**src/rtl/comparator_serial_if.sv**
```systemverilog
`default_nettype none
// ============================================================================
//  Module      : comparator_serial_if
//  Description : Handshake bundle for comparator_serial. Carries the operand
//                transfer (in_valid/in_ready, a, b, is_signed) and the result
//                transfer (out_valid/out_ready, three mutually exclusive
//                magnitude flags) plus the busy status.
//                master : the upstream/downstream environment
//                slave  : the comparator
//  Revision    : 1.0 - initial release
// ============================================================================
interface comparator_serial_if #(
    parameter int WIDTH = 16
);
    logic             in_valid;
    logic             in_ready;
    logic [WIDTH-1:0] a;
    logic [WIDTH-1:0] b;
    logic             is_signed;
    logic             out_valid;
    logic             out_ready;
    logic             a_gt_b;
    logic             a_lt_b;
    logic             a_eq_b;
    logic             busy;

    modport master (
        output in_valid, a, b, is_signed, out_ready,
        input  in_ready, out_valid, a_gt_b, a_lt_b, a_eq_b, busy
    );

    modport slave (
        input  in_valid, a, b, is_signed, out_ready,
        output in_ready, out_valid, a_gt_b, a_lt_b, a_eq_b, busy
    );
endinterface
`default_nettype wire

```
**src/rtl/comparator_serial.sv**
```systemverilog
`default_nettype none
// ============================================================================
//  Module      : comparator_serial
//  Description : Multi-cycle magnitude comparator. Compares two WIDTH-bit
//                operands DIGIT bits per cycle, most significant digit first,
//                unsigned or two's complement per transaction.
//                Ports:
//                  clk   - rising-edge clock
//                  rst_n - asynchronous active-low reset
//                  bus   - comparator_serial_if.slave (operand handshake,
//                          result handshake, a_gt_b/a_lt_b/a_eq_b, busy)
//                Build option COMPARATOR_SERIAL_EARLY_EXIT_EN: stop scanning
//                at the first differing digit (latency 1..NDIG); otherwise
//                all NDIG digits are always scanned (latency NDIG).
//  Revision    : 1.0 - initial release
// ============================================================================
module comparator_serial #(
    parameter int WIDTH = 16,
    parameter int DIGIT = 4
) (
    input  wire logic          clk,
    input  wire logic          rst_n,
    comparator_serial_if.slave bus
);
    localparam int NDIG = WIDTH / DIGIT;
    localparam int IDXW = (NDIG > 1) ? $clog2(NDIG) : 1;

    localparam logic [IDXW-1:0]  c_idx_top  = IDXW'(NDIG - 1);
    localparam logic [WIDTH-1:0] c_sign_bit = {1'b1, {(WIDTH-1){1'b0}}};

    generate
        if (WIDTH < 1 || DIGIT < 1 || (WIDTH % DIGIT) != 0) begin : g_param_check
            $error("comparator_serial: WIDTH must be >=1 and a multiple of DIGIT");
        end
    endgenerate

    localparam logic [1:0] S_IDLE = 2'd0;
    localparam logic [1:0] S_CMP  = 2'd1;
    localparam logic [1:0] S_DONE = 2'd2;

    logic [1:0] r_state;
    logic [1:0] w_state_nxt;

    // Operands are stored already sign-adjusted: flipping the top bit of both
    // maps two's complement ordering onto unsigned ordering, so the per-digit
    // compare below is always unsigned.
    logic [NDIG-1:0][DIGIT-1:0] r_a;
    logic [NDIG-1:0][DIGIT-1:0] r_b;
    logic [IDXW-1:0]            r_idx;
    logic                       r_decided;
    logic                       r_gt;
    logic                       r_flag_gt;
    logic                       r_flag_lt;
    logic                       r_flag_eq;

    logic [DIGIT-1:0] w_a_dig;
    logic [DIGIT-1:0] w_b_dig;
    logic             w_diff;
    logic             w_dgt;
    logic             w_last;
    logic             w_accept;
    logic [WIDTH-1:0] w_mask;

    assign w_a_dig  = r_a[r_idx];
    assign w_b_dig  = r_b[r_idx];
    assign w_diff   = (w_a_dig != w_b_dig);
    assign w_dgt    = (w_a_dig > w_b_dig);
    assign w_accept = (r_state == S_IDLE) && bus.in_valid;
    assign w_mask   = bus.is_signed ? c_sign_bit : '0;

`ifdef COMPARATOR_SERIAL_EARLY_EXIT_EN
    assign w_last = (r_idx == '0) || (!r_decided && w_diff);
`else
    assign w_last = (r_idx == '0);
`endif

    // State register
    always_ff @(posedge clk or negedge rst_n) begin
        if (!rst_n) begin
            r_state <= S_IDLE;
        end else begin
            r_state <= w_state_nxt;
        end
    end

    // Next-state logic
    always_comb begin
        w_state_nxt = r_state;
        case (r_state)
            S_IDLE:  if (bus.in_valid)  w_state_nxt = S_CMP;
            S_CMP:   if (w_last)        w_state_nxt = S_DONE;
            S_DONE:  if (bus.out_ready) w_state_nxt = S_IDLE;
            default:                    w_state_nxt = S_IDLE;
        endcase
    end

    // Output logic
    always_comb begin
        bus.in_ready  = (r_state == S_IDLE);
        bus.busy      = (r_state == S_CMP);
        bus.out_valid = (r_state == S_DONE);
        bus.a_gt_b    = r_flag_gt;
        bus.a_lt_b    = r_flag_lt;
        bus.a_eq_b    = r_flag_eq;
    end

    // Datapath: operand capture, digit scan, result flags
    always_ff @(posedge clk or negedge rst_n) begin
        if (!rst_n) begin
            r_a       <= '0;
            r_b       <= '0;
            r_idx     <= c_idx_top;
            r_decided <= 1'b0;
            r_gt      <= 1'b0;
            r_flag_gt <= 1'b0;
            r_flag_lt <= 1'b0;
            r_flag_eq <= 1'b0;
        end else if (w_accept) begin
            r_a       <= bus.a ^ w_mask;
            r_b       <= bus.b ^ w_mask;
            r_idx     <= c_idx_top;
            r_decided <= 1'b0;
        end else if (r_state == S_CMP) begin
            // First differing digit decides; later digits never override.
            if (!r_decided && w_diff) begin
                r_decided <= 1'b1;
                r_gt      <= w_dgt;
            end
            if (r_idx != '0) begin
                r_idx <= r_idx - 1'b1;
            end
            if (w_last) begin
                r_flag_gt <= r_decided ? r_gt  : (w_diff &  w_dgt);
                r_flag_lt <= r_decided ? !r_gt : (w_diff & !w_dgt);
                r_flag_eq <= !r_decided && !w_diff;
            end
        end
    end
endmodule
`default_nettype wire

```
**src/flat_wrapper.sv**
```systemverilog
// flat-port wrapper written by rule: the top's interface ports become plain ports
module comparator_serial_flat 
#(
    parameter int WIDTH = 16,
    parameter int DIGIT = 4
)
  (clk, rst_n, bus_in_valid, bus_a, bus_b, bus_is_signed, bus_out_ready, bus_in_ready, bus_out_valid, bus_a_gt_b, bus_a_lt_b, bus_a_eq_b, bus_busy);
  comparator_serial_if #(.WIDTH(WIDTH)) bus_i ();
  input  wire logic clk;
  input  wire logic rst_n;
  input wire logic [$bits(bus_i.in_valid)-1:0] bus_in_valid;
  input wire logic [$bits(bus_i.a)-1:0] bus_a;
  input wire logic [$bits(bus_i.b)-1:0] bus_b;
  input wire logic [$bits(bus_i.is_signed)-1:0] bus_is_signed;
  input wire logic [$bits(bus_i.out_ready)-1:0] bus_out_ready;
  output wire logic [$bits(bus_i.in_ready)-1:0] bus_in_ready;
  output wire logic [$bits(bus_i.out_valid)-1:0] bus_out_valid;
  output wire logic [$bits(bus_i.a_gt_b)-1:0] bus_a_gt_b;
  output wire logic [$bits(bus_i.a_lt_b)-1:0] bus_a_lt_b;
  output wire logic [$bits(bus_i.a_eq_b)-1:0] bus_a_eq_b;
  output wire logic [$bits(bus_i.busy)-1:0] bus_busy;
  assign bus_i.in_valid = bus_in_valid;
  assign bus_i.a = bus_a;
  assign bus_i.b = bus_b;
  assign bus_i.is_signed = bus_is_signed;
  assign bus_i.out_ready = bus_out_ready;
  assign bus_in_ready = bus_i.in_ready;
  assign bus_out_valid = bus_i.out_valid;
  assign bus_a_gt_b = bus_i.a_gt_b;
  assign bus_a_lt_b = bus_i.a_lt_b;
  assign bus_a_eq_b = bus_i.a_eq_b;
  assign bus_busy = bus_i.busy;
  comparator_serial #(.WIDTH(WIDTH), .DIGIT(DIGIT)) u_core (.clk(clk), .rst_n(rst_n), .bus(bus_i));
endmodule
```
**config.mk**
```make
export PLATFORM = sky130hd
export DESIGN_NAME = comparator_serial_flat
export DESIGN_NICKNAME = d
export VERILOG_FILES = /design/src/rtl/comparator_serial_if.sv /design/src/rtl/comparator_serial.sv /design/src/flat_wrapper.sv
export SDC_FILE = /design/constraint.sdc
export NUM_CORES = 1
export LEC_CHECK = 0
export BUFFER_PORTS_ARGS = -buffer_cell sky130_fd_sc_hd__buf_4
export CORE_ASPECT_RATIO = 1.2
export CORE_MARGIN = 10
export CORE_UTILIZATION = 50
export DETAILED_ROUTE_END_ITERATION = 8
export GPL_TIMING_DRIVEN = 0
export PLACE_DENSITY = 0.75
export SKIP_CTS_REPAIR_TIMING = 1
export SYNTH_ARGS = -nofsm -noshare
export SYNTH_HDL_FRONTEND = slang
export SYNTH_SLANG_ARGS = --single-unit
export TNS_END_PERCENT = 10
```
**constraint.sdc**
```tcl
create_clock -name clk -period 7.95 [get_ports clk]
set_input_delay 1.1925 -clock clk [delete_from_list [all_inputs] [get_ports clk]]
set_output_delay 1.1925 -clock clk [all_outputs]
set_load 0.005 [all_outputs]
```
# Word-level counts from Yosys, hierarchy flattened
# Index checks and enable logic that the tools add are counted.
# totals
regBits	41
elab_cells	64
in_bits	37
out_inout_bits	6
# classes
reduce_logical	18
n_bitwise	5
order_cmp	2
n_mux	17
n_eq_ne	6
n_addsub	1
# op_table
op	count
XOR 16 bit	2
binary-select mux 4 bit (select 2 bit)	2
two-way mux 16 bit	1
two-way mux 2 bit	6
AND reduction 3 bit	3
two-way mux 4 bit	2
nonzero test 2 bit	4
one-hot mux 2 bit (3 select lines)	1
two-way mux 1 bit	5
> comparator 4 bit	1
zero test 1 bit	4
zero test 2 bit	2
!= test 2 bit (second input constant)	2
!= test 4 bit	1
AND reduction 2 bit	2
logical AND 1 bit	3
< comparator 2 x 3 -> 1 bit (second input constant)	1
bitwise AND 1 bit	2
equality test 2 x 1 -> 1 bit (second input constant)	1
equality test 2 bit (second input constant)	1
!= test 2 x 1 -> 1 bit (second input constant)	1
subtractor 2 x 1 -> 2 bit (second input constant)	1
inverter 1 bit	1

# Logic depth before layout (Yosys ltp)
# logic_depth
word_depth	7
mapped_depth	8
mapped_depth_nobuf	7

# Worst setup path before layout
# Ideal clock, no wire load.
# synth_path
path_type	register to register
from	reg u_core.r_idx[0]
to	reg u_core.r_gt
path_stages_with_launch	8
synth_period_minus_slack_ns	2.519
setup_ns	0.125
setup_slack_ns	5.431
arrival_ns	2.394
n_path_buf	1
required_ns	7.825
cell_sequence	dfstp_2 -> buf_2 -> mux4_2 -> ha_1 -> nand2_1 -> nor2_1 -> or3b_1 -> mux2_4
# synth_via
elab_chain_len	5
elab_cells_between_ends	8
cone_classes	order compare: 1; eq/ne: 1; mux: 4; reduce/logical: 2
# synth_rtl
element	line	text
from (decl)	comparator_serial.sv:49	logic [IDXW-1:0] r_idx;
from (signal assigned)	comparator_serial.sv:112	r_idx <= c_idx_top;
from (signal assigned)	comparator_serial.sv:121	r_idx <= c_idx_top;
from (signal assigned)	comparator_serial.sv:130	r_idx <= r_idx - 1'b1;
binary-select mux 4 bit (select 2 bit) (on tied branches)	comparator_serial.sv:64, comparator_serial.sv:65	
two-way mux 4 bit (on tied branches)	comparator_serial.sv:64, comparator_serial.sv:65	
!= test 4 bit	comparator_serial.sv:66	assign w_diff = (w_a_dig != w_b_dig);
logical AND 1 bit	comparator_serial.sv:125	if (!r_decided && w_diff) begin
AND reduction 3 bit (no source line)	-	
to (signal assigned)	comparator_serial.sv:127	r_gt <= w_dgt;
to (decl)	comparator_serial.sv:51	logic r_gt;
# Several ways; a longest one is shown, not always the timed one. The select of a mux whose other input is x is not followed.
# A chain may end at the register's enable or synchronous reset.

# Worst setup path after layout
# Same ends and word-level chain as after synthesis.

==> results.yml <==
layout:
  final_cells: 302
  antennaDiodeCount: 0
  fin_area_mm2: 0.00243
  syn2layout_area_growth_pct: 26.8
  drive_gt1_frac: 0.272
  nets: 291
routing:
  drc: 0
  avgViaCountPerCell: 4.79
  avgRoutedWirePerCell_um: 13.2
  ant_nets: 0
  drt-initial-drc-count: 70
  vias: 1448
  drt_first_pass_iters: 4
  drt-total-wl_mm: 3.99
sta:
  slew_violations: 0
  skew_ns: 0.00635
  finalSetupViolations: 0
  maxSlewHeadroom: 0.634
  rsz0062_at_grt: "no"
  fin_setup_tns_ns: 0
  finalCriticalPeriod_ns: 2.71
  fin_ws_ns: 5.24
  worstMarginPinSlew_ns: 0.548
  max_freq_mhz: 369
  period_share: 0.341
  hold_viol: 0
global_route:
  grt_pass1_wl_mm: 6.91
  grt_antenna_before_repair: 0
  grt_start_max_net_pins: 42
  grt_util_all_layers: 0.128
  overflow: 0
  grt_pass1_vias: 1464
critical_path:
  regToRegSetupSlack_ns: 5.24
  end_kind: "register"
  path_class: "reg -> reg"
  cp-start-kind: "register"
  reg2reg_to: "u_core.r_gt"
  required_ns: 8.14
  arrival_ns: 2.90
  r2r-start: "u_core.r_idx[0]"
  r2r_cells: 7
  path_max_fanout: 9
placement:
  place.port_buffers: 42
  hpwl_mm: 3.01
  preCtsSetupSlack_ns: 5.26
  place_congestion: 0.778
  dp_cells: 294
  place_area_mm2: 0.00230
logic_synthesis:
  synth_area_per_cell_um2: 9.59
  synth.distinct_cells: 26
  seq_area_frac_synth: 0.536
  synth_flop_cell: "dfrtp_1"
  synthArstFlopShare: 1.00
  synth-edff-count: 0
  ys_ff_latch: 41
  synth_nets: 242
  synth_top_area_cell: "dfrtp_1"
  yosys-top-cells-area: "dfrtp_1, nand2_1, mux4_2"
  yosys-top-cells-count: "nand2_1, dfrtp_1, inv_1, mux4_2, buf_2"
  yosys_warnings: 0
  yosysMostFrequentCell: "nand2_1"
  synth_area_mm2: 0.00192
  synth_top_area_frac: 0.509
  synthCells: 200
floorplanning:
  core_area_mm2: 0.00366
  dieHeight_um: 87.9
  row_count: 24
  pin_count: 43
  die_w_um: 76.5
  fp.dieArea_mm2: 0.00672
  initial_core_util: 0.524
clock_tree:
  path_clk_slew_ns: 0.08
  cts_root_buffer: "clkbuf_8"
  h-tree-depth: 2
  clock_latency_ns: 0.30
  cts_tree: "done"
  cts_sinks: 41
  numCtsBuffers: 5
  clockBufferDepth: 2
power:
  p_seq_frac: 0.364
  p_switching_uw: 354
  p_leak_nw: 1.31
  p_int_uw: 651
  switching_share: 0.352
  comb_power_share: 0.441
  peakVddDrop_v: 0.000215
  pwr-share-clk: 0.195
  powerDensity_mw_per_mm2: 413
min_path:
  hp-class: "reg -> reg"
  worstHoldStart: "u_core.r_a[12]"
  holdPathStages: 2
  min_to: "u_core.r_a[12]"
run_status:
  outcome: "finished clean"
run:
  maxCapViolations: 0
-- registers in the layout, summed over array words and instances, names as in the netlist, 2 cells and up --
name            count
u_core.r_a         16
u_core.r_b         16
u_core.r_idx        2
u_core.r_state      2
-- routing by layer --
metal / global-route usage / wire (um) / vias to the layer above
met5: 0 / 0 / -
met4: 0.0508 / 67 / 0
met3: 0.0502 / 249 / 5
met2: 0.215 / 2030 / 35
met1: 0.146 / 1640 / 673
li1: - / - / 735
-- power by group through the flow --
| stage | Sequential [mW] | Combinational (mW) | Clock (mW) |
|---|---|---|---|
| global route | 0.379 | 0.510 | 0.211 |
| global placement | 0.366 | 0.433 | 0 |
| detailed placement | 0.370 | 0.448 | 0 |
| floorplan | 0.354 | 0.333 | 0 |
| finish | 0.366 | 0.443 | 0.196 |
| CTS | 0.366 | 0.453 | 0.200 |
-- cell families after synthesis --
family                   count (synthesis)  share of synthesized area
XOR/XNOR                                 3                     0.0137
multiplexers                             9                      0.102
flip-flops                              41                      0.536
AO/OA/AOI/OAI                           13                     0.0437
AND/OR/NAND/NOR                        110                      0.231
buffers and inverters                   19                     0.0411
adder cells (fa/ha/maj)                  5                     0.0326
-- worst max-delay path, stage by stage (launching register included) --
cell and delay (ns):
dfstp_2 0.52, buf_2 0.30, mux4_2 0.55, ha_1 0.33, nand2_1 0.11, nor2_1 0.09, or3b_1 0.40, mux2_4 0.31
-- layout make-up --
class,count,area [um2]
Buffer,9,41.3
Clock buffer,5,68.8
Clock inverter,3,65.1
Fill cell,332,1230
Inverter,10,37.5
Multi-Input combinational cell,140,811
Sequential cell,41,1030
Tap cell,52,65.1
Timing Repair Buffer,42,315
-- worst max-delay path by stage --
stage / startpoint / to / cells after the start
after global placement: u_core.r_idx[1] / u_core.r_gt / 7
after detailed placement: u_core.r_idx[1] / u_core.r_gt / 7
after global routing: u_core.r_idx[1] / u_core.r_gt / 7
after CTS: u_core.r_idx[0] / u_core.r_gt / 7
final: u_core.r_idx[0] / u_core.r_gt / 7
after floorplan: u_core.r_idx[0] / u_core.r_gt / 7
-- metrics by stage --
stage	utilization	power, mW	hold slack, ns
3_5_place_dp	0.627	0.818	0.462
6_report	0.664	1.01	0.476
4_1_cts	0.664	1.02	0.480
5_1_grt	0.664	1.10	0.494
2_1_floorplan	-	0.687	0.440
3_3_place_gp	0.627	0.798	0.452
-- cell usage in the layout (no fill, tap or decap), drive strengths merged, types with 3 or more instances in the layout --
cell type and instances:
nand2 101, buf 48, dfrtp 39, inv 10, mux4 8, clkbuf 8, ha 5, o21ai 4
a21oi 3, xnor2 3
Power figures use the tool's default switching activity.
